<file path="config.mk">
export PLATFORM = sky130hd
export DESIGN_NAME = instr_sequencer
export DESIGN_NICKNAME = d
export VERILOG_FILES = /design/src/rtl/instr_sequencer.sv
export SDC_FILE = /design/constraint.sdc
export NUM_CORES = 1
export LEC_CHECK = 0
export CAP_MARGIN = 20
export CORE_MARGIN = 5
export CORE_UTILIZATION = 30
export DETAILED_ROUTE_END_ITERATION = 8
export DONT_BUFFER_PORTS = 1
export HOLD_SLACK_MARGIN = 0.06
export PLACE_DENSITY = 0.54
export SYNTH_ARGS = -nofsm -noshare
export SYNTH_HDL_FRONTEND = slang
export SYNTH_SLANG_ARGS = --single-unit
export TNS_END_PERCENT = 50
</file>
<file path="constraint.sdc">
create_clock -name clk -period 2.95 [get_ports clk]
set_clock_uncertainty 0.1 [all_clocks]
set_input_delay 0.295 -clock clk [delete_from_list [all_inputs] [get_ports clk]]
set_output_delay 0.295 -clock clk [all_outputs]
set_load 0.02 [all_outputs]
</file>
<file path="src/rtl/instr_sequencer.sv">
// -----------------------------------------------------------------------------
// instr_sequencer
//
// Multi-cycle control sequencer for the 4-bit-opcode core. Owns the program
// counter and the instruction register. Each instruction moves through
// FETCH -> DECODE -> (EXEC | MEM) -> (WB) -> FETCH. BEZ/BNZ are resolved in
// DECODE. The block also issues one-cycle enables to the ALU and register file.
// The opcode decoder elsewhere in the core reads ir[15:12]. This block only
// decides *when* its effects take place.
//
// Ports
//   clk          rising-edge clock
//   rst_n        synchronous active-low reset
//   imem_req     instruction fetch request (held until imem_ack)
//   imem_addr    fetch address, always equal to pc
//   imem_ack     fetch complete, imem_rdata valid this cycle
//   imem_rdata   instruction word
//   dmem_req     data memory request (held until dmem_ack)
//   dmem_we      1 = store, 0 = load; meaningful while dmem_req
//   dmem_ack     data access complete
//   zero         branch operand is zero; sampled in DECODE
//   pc           current program counter
//   ir           instruction register, ir[15:12] is the opcode
//   alu_en       one-cycle ALU result load strobe
//   rf_we        one-cycle register-file write strobe
//   retire       one-cycle pulse per completed instruction
//   illegal      one-cycle pulse for an unassigned opcode
//   halted       level, core stopped until reset
//   retired_cnt  wrapping count of retired instructions
//   state        FETCH=0 DECODE=1 EXEC=2 MEM=3 WB=4 HALT=5
// -----------------------------------------------------------------------------
module instr_sequencer #(
    parameter int              PC_W     = 8,
    parameter logic [PC_W-1:0] RESET_PC = {PC_W{1'b0}}
) (
    input  logic            clk,
    input  logic            rst_n,
    output logic            imem_req,
    output logic [PC_W-1:0] imem_addr,
    input  logic            imem_ack,
    input  logic [15:0]     imem_rdata,
    output logic            dmem_req,
    output logic            dmem_we,
    input  logic            dmem_ack,
    input  logic            zero,
    output logic [PC_W-1:0] pc,
    output logic [15:0]     ir,
    output logic            alu_en,
    output logic            rf_we,
    output logic            retire,
    output logic            illegal,
    output logic            halted,
    output logic [15:0]     retired_cnt,
    output logic [2:0]      state
);

    typedef enum logic [2:0] {
        ST_FETCH  = 3'd0,
        ST_DECODE = 3'd1,
        ST_EXEC   = 3'd2,
        ST_MEM    = 3'd3,
        ST_WB     = 3'd4,
        ST_HALT   = 3'd5
    } state_t;

    typedef enum logic [2:0] {
        CLS_NOP     = 3'd0,
        CLS_ALU     = 3'd1,
        CLS_LW      = 3'd2,
        CLS_STORE   = 3'd3,
        CLS_BR      = 3'd4,
        CLS_HALT    = 3'd5,
        CLS_ILLEGAL = 3'd6
    } op_class_t;

    // Maps a 4-bit opcode onto the class that drives the sequencing decision.
    function automatic op_class_t classify(input logic [3:0] op);
        op_class_t cls;
        case (op)
            4'h0:                               cls = CLS_NOP;
            4'h1, 4'h2, 4'h3, 4'h4, 4'h5, 4'h6: cls = CLS_ALU;
            4'h8:                               cls = CLS_LW;
            4'h9, 4'hA:                         cls = CLS_STORE;
            4'hC, 4'hD:                         cls = CLS_BR;
            4'hF:                               cls = CLS_HALT;
            default:                            cls = CLS_ILLEGAL;
        endcase
        return cls;
    endfunction

    state_t          state_r;
    logic [PC_W-1:0] pc_r;
    logic [15:0]     ir_r;
    logic [15:0]     retired_cnt_r;

    op_class_t       op_class_s;
    logic            br_taken_s;
    logic [PC_W-1:0] pc_inc_s;
    logic [PC_W-1:0] br_off_s;
    logic [PC_W-1:0] pc_br_s;

    logic            imem_req_s;
    logic            dmem_req_s;
    logic            dmem_we_s;
    logic            alu_en_s;
    logic            rf_we_s;
    logic            retire_s;
    logic            illegal_s;

    // Instruction classification and next-PC candidates.
    always_comb begin
        op_class_s = classify(ir_r[15:12]);
        // BEZ (C) is taken on zero, BNZ (D) on non-zero.
        br_taken_s = ((ir_r[15:12] == 4'hC) && zero) ||
                     ((ir_r[15:12] == 4'hD) && !zero);
        pc_inc_s   = pc_r + {{(PC_W-1){1'b0}}, 1'b1};
        // Sign-extend the 8-bit offset, then truncate so the sum wraps mod 2^PC_W.
        br_off_s   = PC_W'({{24{ir_r[7]}}, ir_r[7:0]});
        pc_br_s    = pc_inc_s + br_off_s;
    end

    // Requests and strobes, decoded from the current state and IR.
    always_comb begin
        imem_req_s = 1'b0;
        dmem_req_s = 1'b0;
        dmem_we_s  = 1'b0;
        alu_en_s   = 1'b0;
        rf_we_s    = 1'b0;
        retire_s   = 1'b0;
        illegal_s  = 1'b0;
        case (state_r)
            ST_FETCH: begin
                imem_req_s = 1'b1;
            end
            ST_DECODE: begin
                // Everything that finishes in DECODE retires here.
                if ((op_class_s == CLS_NOP) || (op_class_s == CLS_ILLEGAL) ||
                    (op_class_s == CLS_BR)  || (op_class_s == CLS_HALT)) begin
                    retire_s = 1'b1;
                end else begin
                    retire_s = 1'b0;
                end
                if (op_class_s == CLS_ILLEGAL) begin
                    illegal_s = 1'b1;
                end else begin
                    illegal_s = 1'b0;
                end
            end
            ST_EXEC: begin
                alu_en_s = 1'b1;
            end
            ST_MEM: begin
                dmem_req_s = 1'b1;
                if (op_class_s == CLS_STORE) begin
                    dmem_we_s = 1'b1;
                    // A store has no WB, so it completes on the ack cycle.
                    retire_s  = dmem_ack;
                end else begin
                    dmem_we_s = 1'b0;
                    retire_s  = 1'b0;
                end
            end
            ST_WB: begin
                rf_we_s  = 1'b1;
                retire_s = 1'b1;
            end
            ST_HALT: begin
                imem_req_s = 1'b0;
            end
            default: begin
                imem_req_s = 1'b0;
            end
        endcase
    end

    // Sequencer state, PC, IR and retired-instruction counter.
    always_ff @(posedge clk) begin
        if (!rst_n) begin
            state_r       <= ST_FETCH;
            pc_r          <= RESET_PC;
            ir_r          <= 16'h0000;
            retired_cnt_r <= 16'h0000;
        end else begin
            if (retire_s) begin
                retired_cnt_r <= retired_cnt_r + 16'd1;
            end else begin
                retired_cnt_r <= retired_cnt_r;
            end

            case (state_r)
                ST_FETCH: begin
                    if (imem_ack) begin
                        ir_r    <= imem_rdata;
                        state_r <= ST_DECODE;
                    end else begin
                        state_r <= ST_FETCH;
                    end
                end
                ST_DECODE: begin
                    case (op_class_s)
                        CLS_ALU: begin
                            state_r <= ST_EXEC;
                        end
                        CLS_LW, CLS_STORE: begin
                            state_r <= ST_MEM;
                        end
                        CLS_NOP, CLS_ILLEGAL: begin
                            pc_r    <= pc_inc_s;
                            state_r <= ST_FETCH;
                        end
                        CLS_BR: begin
                            pc_r    <= br_taken_s ? pc_br_s : pc_inc_s;
                            state_r <= ST_FETCH;
                        end
                        CLS_HALT: begin
                            state_r <= ST_HALT;
                        end
                        default: begin
                            state_r <= ST_FETCH;
                        end
                    endcase
                end
                ST_EXEC: begin
                    state_r <= ST_WB;
                end
                ST_MEM: begin
                    if (dmem_ack) begin
                        if (op_class_s == CLS_STORE) begin
                            pc_r    <= pc_inc_s;
                            state_r <= ST_FETCH;
                        end else begin
                            state_r <= ST_WB;
                        end
                    end else begin
                        state_r <= ST_MEM;
                    end
                end
                ST_WB: begin
                    pc_r    <= pc_inc_s;
                    state_r <= ST_FETCH;
                end
                ST_HALT: begin
                    state_r <= ST_HALT;
                end
                default: begin
                    state_r <= ST_FETCH;
                end
            endcase
        end
    end

    assign imem_req    = imem_req_s;
    assign imem_addr   = pc_r;
    assign dmem_req    = dmem_req_s;
    assign dmem_we     = dmem_we_s;
    assign pc          = pc_r;
    assign ir          = ir_r;
    assign alu_en      = alu_en_s;
    assign rf_we       = rf_we_s;
    assign retire      = retire_s;
    assign illegal     = illegal_s;
    assign halted      = (state_r == ST_HALT);
    assign retired_cnt = retired_cnt_r;
    assign state       = state_r;

endmodule

</file>
==> results.md, run 1 <==
* Status: finished, final reports clean
* CTS tree: built
* GPL Wtd Cong at 0.797
* Number of synthesized register bits at between 40 and 50
* Final wirelength at 7530 um
* Avg Vias per Cell at 5.24
* DR top layer: met4
* Top-count cell post-synth: nand2_1
* Final Max Tran Viols at 0
* Antenna diodes at 0
* All-layer global routing usage at 0.134
* Met2 Wirelength at around 3600 um
* Pleak at between 1 and 1.5 nW
* Number of global-route vias before repair at 2413
* Post-Syn Area at around 0.0028 mm2
* Row count at 35
* Vias at ~2500
* Post-Synthesis Cells at ~340
* Worst Max-Slew Pin Slew at around 0.70 ns
* Final critical-path required period at 2.57 ns
* Post-synthesis sequential area ratio at 0.328
* Nets at just under 400
* Clock tree buffer depth at 2
* Synth top cells by count: nand2_1, dfxtp_1, a21oi_1, nor2_1, xnor2_1
* Total Power at 1.56 mW
* Crit path cell chain: nor3b_2, a21oi_2, nand3_1, buf_4
* Dpl cells at approximately 450
* Origin of the critical flop-to-flop path: imem_addr[3]
* CP max stage delay at 0.75 ns
* First-pass GRT wire length at 12300 um
* Htree depth at 2
* Worst r2r path cells at 8
* Die area at 0.0114 mm2
* IO Count at 80
* Die Span Y at roughly 110 um
* Pre-antenna DRT Iters at 4
* Avg Inst Size Synth at 8.22 um2
* Routed Antenna Nets at 0
* Skew-Pair Late Insertion Delay at about 0.30 ns
* Layout fillers at 975
* Crit path max fanout at 13
* Synth area leader: dfxtp_1
* Final HPWL DP at between 5000 and 6000 um
* WS Path Type: register to primary output
* Area share of the largest cell type after synthesis at 0.328
* Final instance count without filler cells at 468
* Reg2reg end: imem_addr[7]
* Post-synthesis cell type count at 53
* CP Launch Type: register
* Met3 wire len at roughly 440 um
* Total grt overflow at 0
* Core Region at between 0.009 and 0.01 mm2
* Synth-to-layout area growth at 13.8%
* Worst EP arrival at 2.17 ns
* Peak Freq at around 0.4 GHz
* Setup TNS at 0 ns
* CTS buffer count at 5
* CP endpoint kind: primary output
* Fraction of registers with async set/reset at 0
* Hold crit path type: input pin to register
* Final-report hold violation count at 0
* Root buffer cell: clkbuf_8
* Synth warn at 0
* Iteration-0 DRC count of the detailed router at 111
* M1 WL at 3320 um
* Initial antenna violation count at 0
* Ys flop type: dfxtp_1
* Crit. Startpoint: state[0]
* Initial Util at 0.306
* RSZ-0062 raised after global routing: false
* Period utilisation layout at 0.870
* Pwr Density at 488 mW/mm2
* CP max stage cell: dfxtp_1
* Die W at between 100 and 150 um
* Share of cells above drive strength 1 at 0.109
* Sink Count at 46
* # DRC at 0
* Reg clk slew, reported paths at approximately 0.09 ns
* Setup Buffers After CTS at 0
* Worst IR drop on VDD at 0.188 mV
* Routed length per instance at 16.1 um
* Top area cells in the synthesized netlist: dfxtp_1, nand2_1, a21oi_1
* Setup violators final at 0
* Slew headroom at 0.526
* CP required at roughly 2.6 ns
* Port Buf Inserts at 0
* MaxCap Viol Count at 0
* R2R Setup Slk at around 0.47 ns
* Pin count of the biggest net entering global routing at 38
* Post-synth EDFFs at 0
* Worst setup path end: retire
* Syn Nets at 378
==> what timing repair did <==
action / CTS / global route
hold buffers: 15 / 0
hold endpoints to repair: 21 / 0
resized for setup: 1 / 0
setup endpoints to repair: 1 / 0
==> worst min-delay path by stage <==
stage / from / to / slack (ns) / cells past startpoint
after floorplan: imem_rdata[10] / ir[10] / 0.33 / 2
after global placement: imem_rdata[11] / ir[11] / 0.33 / 2
after detailed placement: imem_rdata[8] / ir[8] / 0.34 / 2
after CTS: imem_rdata[14] / ir[14] / 0.08 / 2
after global routing: imem_rdata[14] / ir[14] / 0.11 / 2
final: imem_rdata[14] / ir[14] / 0.1 / 2
==> per-layer routing <==
layer,vias up,GRT usage
met1,1152,0.167
met2,50,0.228
li1,1242,-
met4,0,0.0374
met3,7,0.0349
met5,-,0
==> cell families after synthesis <==
| family | Yosys count | share of synthesized area |
|---|---|---|
| multiplexers | 9 | 0.0325 |
| AO/OA/AOI/OAI | 77 | 0.177 |
| adder cells (fa/ha/maj) | 16 | 0.0730 |
| XOR/XNOR | 23 | 0.0717 |
| AND/OR/NAND/NOR | 134 | 0.250 |
| buffers and inverters | 37 | 0.0677 |
| flip-flops | 46 | 0.328 |
==> area by class of cell <==
| class | instances | area (um2) | area share |
|---|---|---|---|
| sequential | 46 | 921 | 0.288 |
| multi-input combinational | 259 | 1700 | 0.532 |
| tap | 111 | 139 | 0.0434 |
| clock buffer | 5 | 68.8 | 0.0215 |
| timing repair buffer | 32 | 278 | 0.0869 |
| inverter | 12 | 45.0 | 0.0141 |
| clock inverter | 3 | 43.8 | 0.0137 |
==> power by group <==
part           switching (mW)  total [mW]  internal, mW
sequential             0.0804       0.740         0.660
clock                   0.229       0.483         0.254
combinational           0.203       0.337         0.134
total                   0.512        1.56          1.05
==> metrics by stage <==
stage | worst slack [ns] | cell area [um2] | hold WS, ns | util
4_1_cts | 0.352 | 3200 | 0.0845 | 0.348
3_3_place_gp | 0.263 | 2930 | 0.332 | 0.319
6_report | 0.384 | 3200 | 0.0996 | 0.348
5_1_grt | 0.159 | 3200 | 0.113 | 0.348
2_1_floorplan | 0.603 | 2810 | 0.331 | -
3_5_place_dp | 0.130 | 2930 | 0.341 | 0.319
==> state kept, by name (all words and copies together), names as in the netlist <==
name / flops
ir: 16
retired_cnt: 16
imem_addr: 8
op_class_s: 3
state: 3
==> layout by cell type (no fill, tap or decap), types with 3 or more instances in the layout <==
cell and n:
nand2_1 53, dfxtp_1 46, a21oi_1 34, nor2_1 22
xnor2_1 18, buf_4 17, dlygate4sd3_1 15, ha_1 14
nand3_1 12, inv_1 12, o21ai_0 9, nor3_1 8
mux2i_1 8, nand4_1 6, nand2b_1 5, a31oi_1 5
xor2_1 5, a211oi_1 5, a311oi_1 5, clkbuf_8 5
and3_1 4, nand4b_1 3, nor4_1 3
==> critical path, delay by kind of cell, from the launching register on <==
kind	cells	cell delay, ns
DFF	1	0.75
buffers and inverters	1	0.23
and+or+nand+nor	2	0.39
AOI/OAI and AO/OA	1	0.49
Power figures use the tool's default switching activity.
==> run 2, diff against run 1 <==
GPL_ROUTABILITY_DRIVEN = 0   (was unset)
==> results of run 2 <==
Same layout as run 1: the final DEF is identical, and so are final timing and power.
==> variant 1 (settings of run 1) <==
Register the output `retired_cnt` once more, cleared by the reset; this adds one clock of latency there. The other outputs are not delayed to match.
--- a/src/rtl/instr_sequencer.sv
+++ b/src/rtl/instr_sequencer.sv
@@ -261,5 +261,11 @@
     assign illegal     = illegal_s;
     assign halted      = (state_r == ST_HALT);
-    assign retired_cnt = retired_cnt_r;
+    always_ff @(posedge clk) begin
+        if (!rst_n) begin
+            retired_cnt <= '0;
+        end else begin
+            retired_cnt <= retired_cnt_r;
+        end
+    end
     assign state       = state_r;
 
Check against the original RTL: not equivalent (a bounded check fails within 4 cycles, from zero or initial values and one cycle with rst_n low).
==> variant 1 against run 1 <==
Global-route usage fell by 0.69 points. Design area grew 19%. Non-clock buffer count did not move. Worst setup slack worse by 0.11 ns. Synthesized area increased by 16%. Power increased by 34%. Final cell count rose by 15%. Clock power increased by 75%. Sequential power is 31% higher. Sequential cell count up 16. Routed wire length grew 7.1%. Die area grew 14%.
==> variant 1: results (changes against run 1) <==
| Metric | Value |
|---|---|
| Slowest cell on crit path | or4b_2 (was dfxtp_1) |
| Routed wl met3 | 485 microns (was 443 microns) |
| Worst Reg-to-Reg Cells | 9 (was 8) |
| Mux share of post-synthesis cell area | 5.12% (was 3.25%) |
| CTS H-tree lvls | 3 (was 2) |
| WL/cell | 15.0 microns (was 16.1 microns) |
| Synthesized net count | 410 (was 378) |
| R2r setup slk | 0.27 ns (was 0.47 ns) |
| Dpl cell area | 0.00340 sq mm (was 0.00293 sq mm) |
| Clock root cell | clkbuf_8 (unchanged) |
| Clock slew at reported path FFs | 0.07 ns (was 0.09 ns) |
| Worst Path Max Fanout | 6 (was 13) |
| Top sig layer | met4 (unchanged) |
| CTS buffer count | 9 (was 5) |
| Nets | 427 (was 392) |
| Pint | 1.49 mW (was 1.05 mW) |
| Status | complete, no violations (unchanged) |
| Gr usage total | 12.7% (was 13.4%) |
| Vias per inst | 4.97 (was 5.24) |
| Final non-filler cell area | 0.00380 sq mm (was 0.00320 sq mm) |
| Post-Place Cells | 504 (was 445) |
| Tcrit/Tclk final | 90.8% (was 87.0%) |
| Sequential power share | 46.1% (was 47.4%) |
| Routed wl met2 | 3.93 mm (was 3.65 mm) |
| Yosys cell types | 62 (was 53) |
| Grt met1 use | 15.2% (was 16.7%) |
| Sequential cell area share | 32.7% (was 28.8%) |
| Leakage | 1.49 nW (was 1.23 nW) |
| Met1 wire length | 3.56 mm (was 3.32 mm) |
| Fillers | 1145 (was 975) |
| Largest net degree at the start of global routing | 40 (was 38) |
| Slew headroom | 51.3% (was 52.6%) |
| Multi-input gate count | 274 (was 259) |
| Max stage delay on crit path | 0.64 ns (was 0.75 ns) |
| Post-Synthesis Cells | 374 (was 342) |
| First-pass GRT wire length | 13.2 mm (was 12.3 mm) |
| Compound-cell area share of the yosys netlist | 15.8% (was 17.7%) |
| Crit path to | imem_addr[7] (was retire) |
| GPL Wtd Cong | 0.743 (was 0.797) |
| Share of layout cells above drive strength 1 | 14.6% (was 10.9%) |
| Vias in the first global route | 2565 (was 2413) |
| Top cells by area, synth | dfxtp_1, a21oi_1, nand2_1 (was dfxtp_1, nand2_1, a21oi_1) |
| Core Util, Final | 35.4% (was 34.8%) |
| Clk sinks | 62 (was 46) |
| Worst skew pair latency | 0.34 ns (was 0.30 ns) |
| Synth cell count leaders | dfxtp_1, nand2_1, a21oi_1 (was nand2_1, dfxtp_1, a21oi_1) |
| Seq group | 0.966 mW (was 0.740 mW) |
| Setup WS pre-CTS | 0.265 ns (was 0.130 ns) |
| Dpl hpwl | 5.65 mm (was 5.56 mm) |
| Multi-input logic area | 0.00184 sq mm (was 0.00170 sq mm) |
| Data buffer area share | 7.38% (was 8.69%) |
| Synth Area in Adders | 6.66% (was 7.30%) |
| Met2 global-route usage | 21.0% (was 22.8%) |
| Synth Area in XOR/XNOR | 2.97% (was 7.17%) |
| CP top delay family | simple AND/OR/NAND/NOR gates (was flip-flops) |
| Starting DRT DRC Count | 106 (was 111) |
[variant 1: cell types whose count changed in the layout (fill, tap and decap cells not counted), sizes merged, moves of 6 or more]
cell	before	now
nand3	12	6
a21o	1	7
a311oi	6	0
o31ai	0	6
or4	1	7
clkbuf	5	11
mux2	1	10
xnor2	18	7
and2	1	16
dfxtp	46	62
[variant 1: how the worst min path moves through the flow]
stage | from | to | slack [ns] | cells after the start
6_report | imem_rdata[14] | ir[14] | 0.09 | 2
5_1_grt | imem_rdata[14] | ir[14] | 0.09 | 2
4_1_cts | imem_rdata[14] | ir[14] | 0.06 | 2
3_5_place_dp | rst_n | state[2] | 0.33 | 1
3_3_place_gp | rst_n | state[2] | 0.32 | 1
2_1_floorplan | imem_rdata[2] | ir[2] | 0.33 | 2
[variant 1: repair_timing]
action | 4_1_cts | 5_1_grt
hold buffers | 16 | 0
endpoints found under the hold margin | 33 | 0
gates resized for setup | 0 | 2
endpoints found under the setup margin | 0 | 2
==> variant 2 (config.mk and constraints of run 1) <==
Without the edit above. Reset style: asynchronous (`rst_n`), changed in one clocked block. Comments in the files are not updated.
--- a/src/rtl/instr_sequencer.sv
+++ b/src/rtl/instr_sequencer.sv
@@ -175,5 +175,5 @@
 
     // Sequencer state, PC, IR and retired-instruction counter.
-    always_ff @(posedge clk) begin
+    always_ff @(posedge clk or negedge rst_n) begin
         if (!rst_n) begin
             state_r       <= ST_FETCH;
Behaviour: differs if rst_n is asserted again (counterexample within 4 cycles, from zero or initial values and one cycle with rst_n low); with rst_n held inactive, the same outputs for 10 cycles.
==> variant 2 against run 1 <==
Sequential cell count is 3 lower. Routed wire length is 16% lower. Synthesized area is 5.6% lower. Worst setup slack worse by 0.064 ns. Final cell count is 14% lower. Design area is 2.9% lower.
Power is not compared: it rests on default switching activity, and its combinational part moved more than twofold at a synthesized area within 25%.
==> variant 2: results (changes against run 1) <==
| Metric | Value |
|---|---|
| Status | complete, no violations (unchanged) |
| WP data arrival | 2.23 ns (was 2.17 ns) |
| #FFs+latches synth | 43 (was 46) |
| Clk_buf instances | 6 (was 5) |
| Synth cell count leaders | dfrtp_1, nand2_1, nor2_1 (was nand2_1, dfxtp_1, a21oi_1) |
| Non-clock buffers | 36 (was 32) |
| Dpl hpwl | 4.69 mm (was 5.56 mm) |
| Final wirelength | 6.29 mm (was 7.53 mm) |
| Reg area | 0.00108 sq mm (was 921 sq um) |
| Gr usage total | 11.7% (was 13.4%) |
| Slew headroom | 58.1% (was 52.6%) |
| First-pass GRT wire length | 10.6 mm (was 12.3 mm) |
| Top cells by area, synth | dfrtp_1, ha_1, mux2_2 (was dfxtp_1, nand2_1, a21oi_1) |
| Post-CTS resize count | 0 (was 1) |
| GPL Wtd Cong | 0.749 (was 0.797) |
| Seq/Total Area, Yosys | 40.6% (was 32.8%) |
| Fillers | 895 (was 975) |
| Vias in the first global route | 2050 (was 2413) |
| Data buffer area share | 10.8% (was 8.69%) |
| Yosys cell types | 46 (was 53) |
| Nets | 329 (was 392) |
| Via count | 1961 (was 2451) |
| Share of layout cells above drive strength 1 | 16.4% (was 10.9%) |
| Multi-input gate count | 194 (was 259) |
| Multi-input logic area | 0.00143 sq mm (was 0.00170 sq mm) |
| Most used DFF post-synth | dfrtp_1 (was dfxtp_1) |
[variant 2: per-layer routing]
layer,global-route usage [%],vias to the layer above,wire [microns]
li1,-,977,-
met2,21.2,44,3240
met4,3.24,0,55
met3,2.61,4,280
met1,13.9,936,2720
met5,0,-,0
[variant 2: worst max-delay path: stages, from the launching register on]
cell     delay, ns
dfrtp_1       0.43
inv_1         0.11
ha_1          0.34
and2_1        0.17
o32a_1        0.32
o31ai_4       0.33
buf_4         0.24
[variant 2: stage by stage]
stage               instances  cell area [sq um]  setup slack (ns)  util, %  hold slack (ns)
global route              401               3110            0.0491     35.8            0.143
global placement          374               2810             0.367     32.4          -0.0991
floorplan                 266               2650             0.288        -           -0.101
CTS                       401               3110             0.270     35.8            0.109
detailed placement        374               2810             0.322     32.4          -0.0991
finish                    401               3110             0.320     35.8            0.118
[variant 2: cells by family (layout without fill, tap and decap cells)]
logic type	count (synthesis)	in the layout	share of synthesized area, %
muxes	21	21	9.10
adders and majority gates	16	16	7.83
and+or+nand+nor	88	88	17.8
AOI/OAI and AO/OA	44	44	10.9
buffers and inverters	29	56	5.52
DFF	43	43	40.6
xor gates and xnor gates	25	25	8.25
[variant 2: power by group]
part           switching, mW  internal, mW
clock                  0.212         0.166
combinational           1.16         0.919
sequential             0.481         0.804
[variant 2: final timing paths]
check | slack (ns) | cells past startpoint | end | from
max in group asynchronous | 2.15 | 2 | ir[14] | rst_n
min | 0.12 | 2 | state[0] | dmem_ack
min in group asynchronous | 0.39 | 2 | imem_addr[1] | rst_n
min reg2reg | 0.50 | 2 | ir[12] | ir[12]
max | 0.32 | 6 | retire | ir[13]
max reg2reg | 0.32 | 10 | imem_addr[7] | imem_addr[1]
